`config.mk`:
```
export PLATFORM = sky130hd
export DESIGN_NAME = fetch_sequencer
export DESIGN_NICKNAME = d
export VERILOG_FILES = /design/src/rtl/fetch_sequencer.sv
export SDC_FILE = /design/constraint.sdc
export NUM_CORES = 1
export LEC_CHECK = 0
export CAP_MARGIN = 20
export CORE_MARGIN = 5
export CORE_UTILIZATION = 53
export CTS_CLUSTER_DIAMETER = 50
export DETAILED_ROUTE_END_ITERATION = 7
export PLACE_DENSITY = 0.85
export SYNTH_ARGS = -nofsm -noshare
export SYNTH_HDL_FRONTEND = slang
export SYNTH_SLANG_ARGS = --single-unit
```
`constraint.sdc`:
```
create_clock -name clk_i -period 5.19 [get_ports clk_i]
set_clock_uncertainty 0.05 [all_clocks]
set_input_delay 0.519 -clock clk_i [delete_from_list [all_inputs] [get_ports clk_i]]
set_output_delay 0.519 -clock clk_i [all_outputs]
set_load 0.02 [all_outputs]
```
`src/rtl/fetch_sequencer.sv`:
```
// fetch_sequencer
//   Instruction-fetch sequencer. Drives the PC-register enable, runs a single
//   outstanding req/ack transaction against a variable-latency instruction
//   memory, and hands fetched words to decode through an output slot backed
//   by a one-entry skid register. Any control-flow redirect squashes the
//   wrong-path fetch and flushes slot and skid.
//
//   Optional feature macro: FETCH_TIMEOUT_EN
//     defined   : an outstanding request is aborted after TIMEOUT cycles and
//                 the sticky fetch_err_o flag is raised.
//     undefined : requests wait indefinitely, fetch_err_o is tied low.
//
// Ports
//   clk_i         clock
//   rst_ni        asynchronous active-low reset
//   pc_i          current PC register value
//   redirect_i    jump/branch/jump-register redirect from decode
//   id_stall_i    decode cannot accept an instruction this cycle
//   pc_en_o       PC register enable (combinational)
//   imem_req_o    memory request (registered)
//   imem_addr_o   request address, stable while imem_req_o=1
//   imem_ack_i    memory response valid (honoured only while imem_req_o=1)
//   imem_rdata_i  instruction word returned with imem_ack_i
//   instr_valid_o instr_o / instr_pc_o valid for decode
//   instr_o       fetched instruction
//   instr_pc_o    address of instr_o
//   fetch_err_o   sticky timeout flag
module fetch_sequencer #(
    parameter int TIMEOUT   = 255,
    parameter int TIMEOUT_W = 8
) (
    input  logic        clk_i,
    input  logic        rst_ni,
    input  logic [31:0] pc_i,
    input  logic        redirect_i,
    input  logic        id_stall_i,
    output logic        pc_en_o,
    output logic        imem_req_o,
    output logic [31:0] imem_addr_o,
    input  logic        imem_ack_i,
    input  logic [31:0] imem_rdata_i,
    output logic        instr_valid_o,
    output logic [31:0] instr_o,
    output logic [31:0] instr_pc_o,
    output logic        fetch_err_o
);

    typedef enum logic [1:0] {S_IDLE, S_WAIT, S_DROP} state_e;

    state_e      state_q, state_d;
    logic        req_q, req_d;
    logic [31:0] addr_q, addr_d;
    logic        slot_vld_q, slot_vld_d;
    logic [31:0] slot_instr_q, slot_instr_d;
    logic [31:0] slot_pc_q, slot_pc_d;
    logic        skid_vld_q, skid_vld_d;
    logic [31:0] skid_instr_q, skid_instr_d;
    logic [31:0] skid_pc_q, skid_pc_d;

    logic ack;
    logic consume;
    logic deliver;
    logic can_launch;
    logic launch;
    logic pc_en;
    logic timeout;

    // An ack is only meaningful while our own request is on the bus.
    assign ack     = imem_ack_i & req_q;
    assign consume = slot_vld_q & ~id_stall_i;
    assign deliver = ack & ~redirect_i & (state_q == S_WAIT);

    // Slot/skid update. A consumed slot is refilled from the skid first so
    // that older data always reaches decode ahead of a fresh response.
    always_comb begin
        slot_vld_d   = slot_vld_q;
        slot_instr_d = slot_instr_q;
        slot_pc_d    = slot_pc_q;
        skid_vld_d   = skid_vld_q;
        skid_instr_d = skid_instr_q;
        skid_pc_d    = skid_pc_q;
        if (redirect_i) begin
            slot_vld_d = 1'b0;
            skid_vld_d = 1'b0;
        end else if (consume) begin
            if (skid_vld_q) begin
                slot_instr_d = skid_instr_q;
                slot_pc_d    = skid_pc_q;
                skid_vld_d   = deliver;
                if (deliver) begin
                    skid_instr_d = imem_rdata_i;
                    skid_pc_d    = addr_q;
                end
            end else begin
                slot_vld_d = deliver;
                if (deliver) begin
                    slot_instr_d = imem_rdata_i;
                    slot_pc_d    = addr_q;
                end
            end
        end else if (deliver) begin
            if (slot_vld_q) begin
                skid_vld_d   = 1'b1;
                skid_instr_d = imem_rdata_i;
                skid_pc_d    = addr_q;
            end else begin
                slot_vld_d   = 1'b1;
                slot_instr_d = imem_rdata_i;
                slot_pc_d    = addr_q;
            end
        end
    end

    // A new fetch may only start if its response is guaranteed a place.
    assign can_launch = ~skid_vld_d;

`ifdef FETCH_TIMEOUT_EN
    logic [TIMEOUT_W-1:0] cnt_q, cnt_d;
    logic                 err_q;

    assign timeout = (state_q != S_IDLE) & ~ack & (cnt_q >= TIMEOUT_W'(TIMEOUT - 1));
    assign cnt_d   = (launch || ack || state_q == S_IDLE) ? '0 : cnt_q + 1'b1;

    always_ff @(posedge clk_i or negedge rst_ni) begin
        if (!rst_ni) begin
            cnt_q <= '0;
            err_q <= 1'b0;
        end else begin
            cnt_q <= cnt_d;
            err_q <= err_q | timeout;
        end
    end

    assign fetch_err_o = err_q;
`else
    assign timeout     = 1'b0;
    assign fetch_err_o = 1'b0;
`endif

    // State register
    always_ff @(posedge clk_i or negedge rst_ni) begin
        if (!rst_ni) state_q <= S_IDLE;
        else         state_q <= state_d;
    end

    // Next-state logic
    always_comb begin
        state_d = state_q;
        case (state_q)
            S_IDLE: if (!redirect_i && can_launch) state_d = S_WAIT;
            S_WAIT: begin
                if (ack)             state_d = (!redirect_i && can_launch) ? S_WAIT : S_IDLE;
                else if (timeout)    state_d = S_IDLE;
                else if (redirect_i) state_d = S_DROP;
            end
            S_DROP: if (ack || timeout) state_d = S_IDLE;
            default: state_d = S_IDLE;
        endcase
    end

    // Output logic: a redirect always enables the PC register and blocks launch.
    always_comb begin
        pc_en  = 1'b0;
        launch = 1'b0;
        case (state_q)
            S_IDLE: begin
                pc_en  = redirect_i | can_launch;
                launch = ~redirect_i & can_launch;
            end
            S_WAIT: begin
                pc_en  = redirect_i | (ack & can_launch);
                launch = ~redirect_i & ack & can_launch;
            end
            S_DROP: pc_en = redirect_i;
            default: ;
        endcase
    end

    assign pc_en_o = pc_en & rst_ni;

    assign req_d  = launch | (req_q & (state_d != S_IDLE));
    assign addr_d = launch ? pc_i : addr_q;

    always_ff @(posedge clk_i or negedge rst_ni) begin
        if (!rst_ni) begin
            req_q        <= 1'b0;
            addr_q       <= '0;
            slot_vld_q   <= 1'b0;
            slot_instr_q <= '0;
            slot_pc_q    <= '0;
            skid_vld_q   <= 1'b0;
            skid_instr_q <= '0;
            skid_pc_q    <= '0;
        end else begin
            req_q        <= req_d;
            addr_q       <= addr_d;
            slot_vld_q   <= slot_vld_d;
            slot_instr_q <= slot_instr_d;
            slot_pc_q    <= slot_pc_d;
            skid_vld_q   <= skid_vld_d;
            skid_instr_q <= skid_instr_d;
            skid_pc_q    <= skid_pc_d;
        end
    end

    assign imem_req_o    = req_q;
    assign imem_addr_o   = addr_q;
    assign instr_valid_o = slot_vld_q;
    assign instr_o       = slot_instr_q;
    assign instr_pc_o    = slot_pc_q;

endmodule

```
==> results of run 1 <==
synth_stat cells (all sizes together):
master / number
a21o: 1
a21oi: 3
a221o: 1
a221oi: 1
and4: 1
buf: 19
clkbuf: 13
conb: 1
dfrtp: 165
inv: 1
mux2: 96
mux2i: 64
nand2: 69
nand2b: 2
nand3: 1
nand4b: 1
nor2: 5
nor4: 2
o211ai: 1
o21ai: 67
o311ai: 1
or2: 1
final cells by class:
cell class,count,share of cell area [%]
Inverter,1,0.04121
Clock inverter,4,0.2198
Clock buffer,28,5.564
Multi-Input combinational cell,318,27.34
Sequential cell,165,45.34
Tap cell,172,2.363
Timing Repair Buffer,172,19.14
sequential cells by signal, summed over array words and instances, names as in the netlist:
register / cells
imem_addr_o: 32
instr_o: 32
instr_pc_o: 32
skid_instr_q: 32
skid_pc_q: 32
state_q: 2
imem_req_o: 1
instr_valid_o: 1
skid_vld_q: 1
metrics by stage:
stage          util [%]  cell area [um^2]  hold slack [ns]  power [mW]
2_1_floorplan         -              6784           0.1734       2.831
3_3_place_gp      67.89              8533           0.4124       3.761
6_report          72.46              9107          0.07916       4.945
5_1_grt           72.46              9107           0.1404       5.210
3_5_place_dp      67.89              8533           0.4188       3.840
4_1_cts           72.09              9060           0.1001       4.988
cells by family after synthesis:
| group | Yosys count | synth area share [%] |
|---|---|---|
| buffers and inverters | 33 | 2.711 |
| muxes | 160 | 25.38 |
| AOI/OAI and AO/OA | 75 | 5.791 |
| DFF | 165 | 60.86 |
| other | 1 | 0.05528 |
| and+or+nand+nor | 82 | 5.201 |
power by group:
group	total (mW)	internal, mW	leakage (nW)	switching (mW)
clock network	1.13	0.660	0.262	0.467
logic	1.83	0.923	2.17	0.903
registers	1.99	1.68	2.14	0.311
total	4.94	3.26	4.58	1.68
worst min-delay path by stage:
stage / startpoint / endpoint / cells after the start
final: rst_ni / skid_instr_q[4]$_DFFE_PN0P_ / 1
after global routing: rst_ni / skid_instr_q[4]$_DFFE_PN0P_ / 1
after CTS: rst_ni / skid_instr_q[4]$_DFFE_PN0P_ / 1
after detailed placement: instr_o[28]$_DFFE_PN0P_ / instr_o[28]$_DFFE_PN0P_ / 2
after global placement: instr_o[15]$_DFFE_PN0P_ / instr_o[15]$_DFFE_PN0P_ / 2
after floorplan: rst_ni / imem_addr_o[0]$_DFFE_PN0P_ / 0
worst register-to-register path: stages, from the launching register on:
cell,delay (ns)
dfrtp_1,0.43
inv_1,0.12
o21ai_0,0.38
nand3_2,0.78
mux2_2,0.59
metal layers:
metal  track usage, %  vias up
met5                0        -
met4            8.443        0
met3            5.855       28
met2            36.19      128
met1            24.96     2286
li1                 -     2119
==> results by group, run 1 <==
Run status
  – Outcome: finished clean

Floorplanning
  – Core Footprint: 12570 um^2
  – Die Height: 123.1 um
  – Starting Density: 53.98%
  – I/O Pins: 169
  – DIE WIDTH: 123.1 um
  – Die area: 15160 um^2
  – Num rows: 41

Timing
  – F_max: ~350 MHz
  – Final-report setup violation count: 0
  – Final hold viol count: 0
  – Final setup TNS: 0 ns
  – Final slew viol count: 0
  – Slack of the critical path: 2.315 ns
  – RSZ-0062 raised after global routing: no
  – Max_slew headroom: slightly above 40%
  – Tightest Pin Transition: 0.8866 ns
  – Minimum clock period: 2.875 ns
  – Tcrit/Tclk final: approximately 55%

Detailed routing
  – Initial DRC count: 336
  – DR vias/cell: 5.303
  – Met3 routed WL: 875 um
  – WL met2: a little under 8000 um
  – Detail Route Antenna Nets: 0
  – Highest routed layer: met4
  – Met1 Wirelength: 6223 um
  – DR WL/cell: 17.72 um
  – Vias: 4561
  – Drt total wl: 15240 um
  – Residual DRC count: 0
  – TritonRoute pass-1 iters: 4

Global routing
  – Number of global-route vias before repair: 4887
  – Total GRT Usage: 21.03%
  – Initial antenna violation count: 0
  – First-pass GRT wire length: approximately 24000 um
  – Largest net degree at the start of global routing: 129
  – Remaining Overflow, GRT: 0

Clock tree
  – Worst-skew pair later-pin latency: approximately 0.42 ns
  – Setup repair bufs after CTS: 0
  – Clock-pin transition on the worst setup and hold timing paths: 0.06 ns
  – H-Tree Depth: 4
  – # resized after CTS: 0
  – CTS tree: yes
  – Clock buffer count from CTS: 17
  – Longest Clk Path Bufs: 2
  – Root Buffer: clkbuf_16
  – Hold Buf Count CTS: 0
  – CTS sink cnt: 165

Finish
  – Inserted Diodes: 0
  – Commonest non-fill, non-tap cell in the layout: clkdlybuf4s50_1
  – Most frequent cells in the layout: clkdlybuf4s50_1, dfrtp_1, mux2_2
  – Area Growth Syn to Fin: 34.25%
  – Final nets: 744
  – Multi-input gate area: 2490 um^2
  – FF/Latch Area: 4129 um^2
  – Fillers: 833
  – Layout cells sized above 1: 18.46%
  – Non-filler cells, final: 860

Placement
  – Final HPWL DP: 10040 um
  – Dpl cells: 826
  – Setup WS pre-CTS: roughly 2.2 ns
  – Gpl congestion: between 0.7 and 0.8
  – IO Port Bufs: 167

Yosys
  – Post-synthesis register bit count: between 150 and 200
  – Synth unique cells: 27
  – Cell taking the most area after synthesis: dfrtp_1
  – Synthesized Nets: 585
  – Top post-synthesis cells by area: dfrtp_1, mux2_2, mux2i_1, o21ai_0, nand2_1
  – Top-area cell type share of the netlist area: 60.86%
  – Seq/Total Area, Yosys: 60.86%
  – Ys Warns: 0
  – Post-Synthesis Cells: 516
  – Mean Syn Cell Area: 13.15 um^2
  – Cell area after synthesis: 6784 um^2

Critical path
  – Crit start category: input pin
  – Critical R2R Capture: imem_addr_o[5]$_DFFE_PN0P_
  – R2R Setup Slk: around 2.7 ns
  – Cell family with most CP delay: buffers and inverters
  – Largest stage delay on the critical path: ~0.61 ns
  – Worst setup path endpoint: pc_en_o
  – CP most frequent cell: clkdlybuf4s50_1
  – Worst R2R Start: instr_valid_o$_DFFE_PN0P_
  – Worst Setup SP: id_stall_i
  – Crit path buffers/inverters: 2
  – Crit-path cells: clkdlybuf4s50_1 > o21ai_0 > a21oi_1 > nor2_1 > clkdlybuf4s50_1
  – Reg2Reg Depth: 4
  – Setup CP Type: in2out
  – Critical Path RT: 4.62 ns
  – Worst path depth: 5
  – Critical path endpoint category: output port
  – CP max FO: 6
  – Critical path's slowest cell: clkdlybuf4s50_1
  – Data arrival time of the critical path: about 2.3 ns

Job
  – Max_cap viols: 0

Power and ir drop
  – Maximum vdd drop: 0.3973 mV
  – Leak: 4.580 nW
  – PD cells: 542.9 nW/um^2

Worst hold path
  – Min-Delay Path Class: in2async
Power figures use the tool's default switching activity.
==> run 2: changes to the inputs <==
--- a/config.mk
+++ b/config.mk
@@ -7,10 +7,10 @@
 export LEC_CHECK = 0
 export CAP_MARGIN = 20
 export CORE_MARGIN = 5
-export CORE_UTILIZATION = 53
+export CORE_UTILIZATION = 49
 export CTS_CLUSTER_DIAMETER = 50
 export DETAILED_ROUTE_END_ITERATION = 7
-export PLACE_DENSITY = 0.85
+export PLACE_DENSITY = 0.8
 export SYNTH_ARGS = -nofsm -noshare
 export SYNTH_HDL_FRONTEND = slang
 export SYNTH_SLANG_ARGS = --single-unit
==> constraint.sdc (replaced) <==
create_clock -name clk_i -period 2.9 [get_ports clk_i]
set_clock_uncertainty 0.05 [all_clocks]
set_input_delay 0.29 -clock clk_i [delete_from_list [all_inputs] [get_ports clk_i]]
set_output_delay 0.29 -clock clk_i [all_outputs]
set_load 0.02 [all_outputs]
==> run 2 against run 1 <==
Effect of this change: non-clock buffer count is 4 higher; final cell count up 1.3%; combinational power grew 79%; critical endpoint unchanged; count of clock-buffer cells in the layout shrank 9; global-route usage decreased by 1.7 points; worst hold slack improved by 0.21 ns; clock power grew 100%; sequential share of layout area is 0.65 points lower; largest power group unchanged; total power up 84%.
==> results by group, run 2 (synthesized netlist as in run 1, its figures left out) <==
Run status
  – Outcome: finished clean

Clock tree
  – H-Tree Depth: 4
  – CTS sink cnt: approximately 170
  – Clock-pin transition on the worst setup and hold timing paths: approximately 0.060 ns
  – Worst-skew pair later-pin latency: 0.41 ns
  – Clock buffer count from CTS: 17
  – Root Buffer: clkbuf_16
  – Longest Clk Path Bufs: 2
  – CTS tree: yes

Finish
  – Non-filler cells, final: 871
  – Layout cells sized above 1: 19.54%
  – Fillers: 996
  – Inserted Diodes: 0
  – Area Growth Syn to Fin: 36.20%
  – Commonest non-fill, non-tap cell in the layout: clkdlybuf4s50_1
  – Final nets: 748
  – Most frequent cells in the layout: clkdlybuf4s50_1, dfrtp_1, mux2_2

Critical path
  – Crit start category: register
  – Data arrival time of the critical path: 2.32 ns
  – Setup CP Type: reg2out
  – Worst R2R Start: state_q[1]$_DFF_PN0_
  – Critical Path RT: between 2 and 3 ns
  – CP max FO: 6
  – Worst Setup SP: instr_valid_o$_DFFE_PN0P_
  – Crit path buffers/inverters: 2
  – Cell family with most CP delay: buffers and inverters
  – Largest stage delay on the critical path: around 0.61 ns
  – Critical path endpoint category: output port
  – Critical path's slowest cell: clkdlybuf4s50_1
  – Crit-path cells: inv_1 > o21ai_0 > a21oi_1 > nor2_1 > clkdlybuf4s50_1

Floorplanning
  – Core Footprint: 13720 um^2
  – Starting Density: 49.45%
  – I/O Pins: ~170
  – Die Height: 127.7 um
  – DIE WIDTH: 127.7 um
  – Die area: 16300 um^2
  – Num rows: 43

Power and ir drop
  – Pwr Total: 9.096 mW
  – Leak: approximately 4.6 nW
  – PD cells: around 1000 nW/um^2
  – Maximum vdd drop: 0.6872 mV

Placement
  – IO Port Bufs: 167
  – Dpl cells: 839
  – Setup WS pre-CTS: 0.4730 ns
  – Final HPWL DP: 10200 um
  – Gpl congestion: ~0.76

Timing
  – Final-report setup violation count: 0
  – Final slew viol count: 0
  – Final setup TNS: 0 ns
  – Tightest Pin Transition: 0.8895 ns
  – RSZ-0062 raised after global routing: no
  – Final hold viol count: 0
  – Tcrit/Tclk final: 91.62%
  – Minimum clock period: 2.657 ns
  – F_max: 376.4 MHz
  – Max_slew headroom: 40.70%
  – Slack of the critical path: 0.2429 ns
  – Hold Slack: 0.2889 ns

Global routing
  – Initial antenna violation count: 0
  – Largest net degree at the start of global routing: just over 70
  – Remaining Overflow, GRT: 0
  – First-pass GRT wire length: 24950 um
  – Number of global-route vias before repair: 4933
  – Total GRT Usage: around a fifth

Detailed routing
  – DR WL/cell: between 15 and 20 um
  – Vias: 4574
  – Residual DRC count: 0
  – Initial DRC count: 351
  – Detail Route Antenna Nets: 0
  – TritonRoute pass-1 iters: 4
  – DR vias/cell: 5.251
  – Drt total wl: 15180 um

Job
  – Max_cap viols: 0

Worst hold path
  – Min-Delay Path Class: in2async
[run 2: changes by cell type in the layout (fill, tap and decap cells not counted), sizes merged]
cell	change
clkinvlp	+4
clkbuf	-9
bufinv	+3
clkinv	+1
dlygate4sd3	+1
buf	+3
[run 2: what timing repair did]
| item | 4_1_cts | 5_1_grt |
|---|---|---|
| hold buffers | 1 | 0 |
| endpoints found under the hold margin | 37 | 0 |
| resized for setup | 0 | 0 |
| buffers inserted | 0 | 0 |
[run 2: per-stage QoR]
stage          cell area, um^2  util, %
2_1_floorplan             6784        -
3_3_place_gp              8631    62.91
3_5_place_dp              8631    62.91
4_1_cts                   9240    67.35
5_1_grt                   9240    67.35
6_report                  9240    67.35
[run 2: path summary, 6_finish.rpt]
kind | end | slack, ns | cells after the start
min in group clk_i | imem_addr_o[15]$_DFFE_PN0P_ | 0.43 | 2
worst max register to register | skid_pc_q[17]$_DFFE_PN0P_ | 0.82 | 4
max in group asynchronous | instr_pc_o[13]$_DFFE_PN0P_ | 1.28 | 3
worst min-delay path | instr_o[17]$_DFFE_PN0P_ | 0.29 | 2
worst max-delay path | pc_en_o | 0.24 | 5
worst min register to register | instr_pc_o[3]$_DFFE_PN0P_ | 0.43 | 2
[run 2: metal layers]
| layer | part of all wire (%) | vias to the layer above | wire [um] | track usage, % |
|---|---|---|---|---|
| met5 | 0 | - | 0 | 0 |
| li1 | - | 2131 | - | - |
| met4 | 1.3 | 0 | 202 | 6.367 |
| met2 | 51 | 148 | 7697 | 32.42 |
| met1 | 42 | 2278 | 6338 | 24.22 |
| met3 | 6.2 | 17 | 937 | 5.542 |
[run 2: worst register-to-register path, cell delays in order, from the launching register on]
cell	delay, ns
dfrtp_1	0.44
nand4b_2	0.34
nor4_4	0.32
buf_12	0.36
mux2_2	0.45
[run 2: layout make-up]
class	count	area [um^2]	share of cell area, %
clock buffer	19	442.9	4.794
timing repair buffer	176	1793	19.40
clock inverter	12	156.4	1.693
multi-input combinational	318	2490	26.95
sequential	165	4129	44.69
inverter	1	3.754	0.04062
tap	180	225.2	2.437
[run 2: where the power goes]
part | leakage, nW | switching, mW | internal (mW)
Clock | 0.281 | 0.890 | 1.37
Sequential | 2.14 | 0.556 | 3.01
Combinational | 2.20 | 1.62 | 1.65
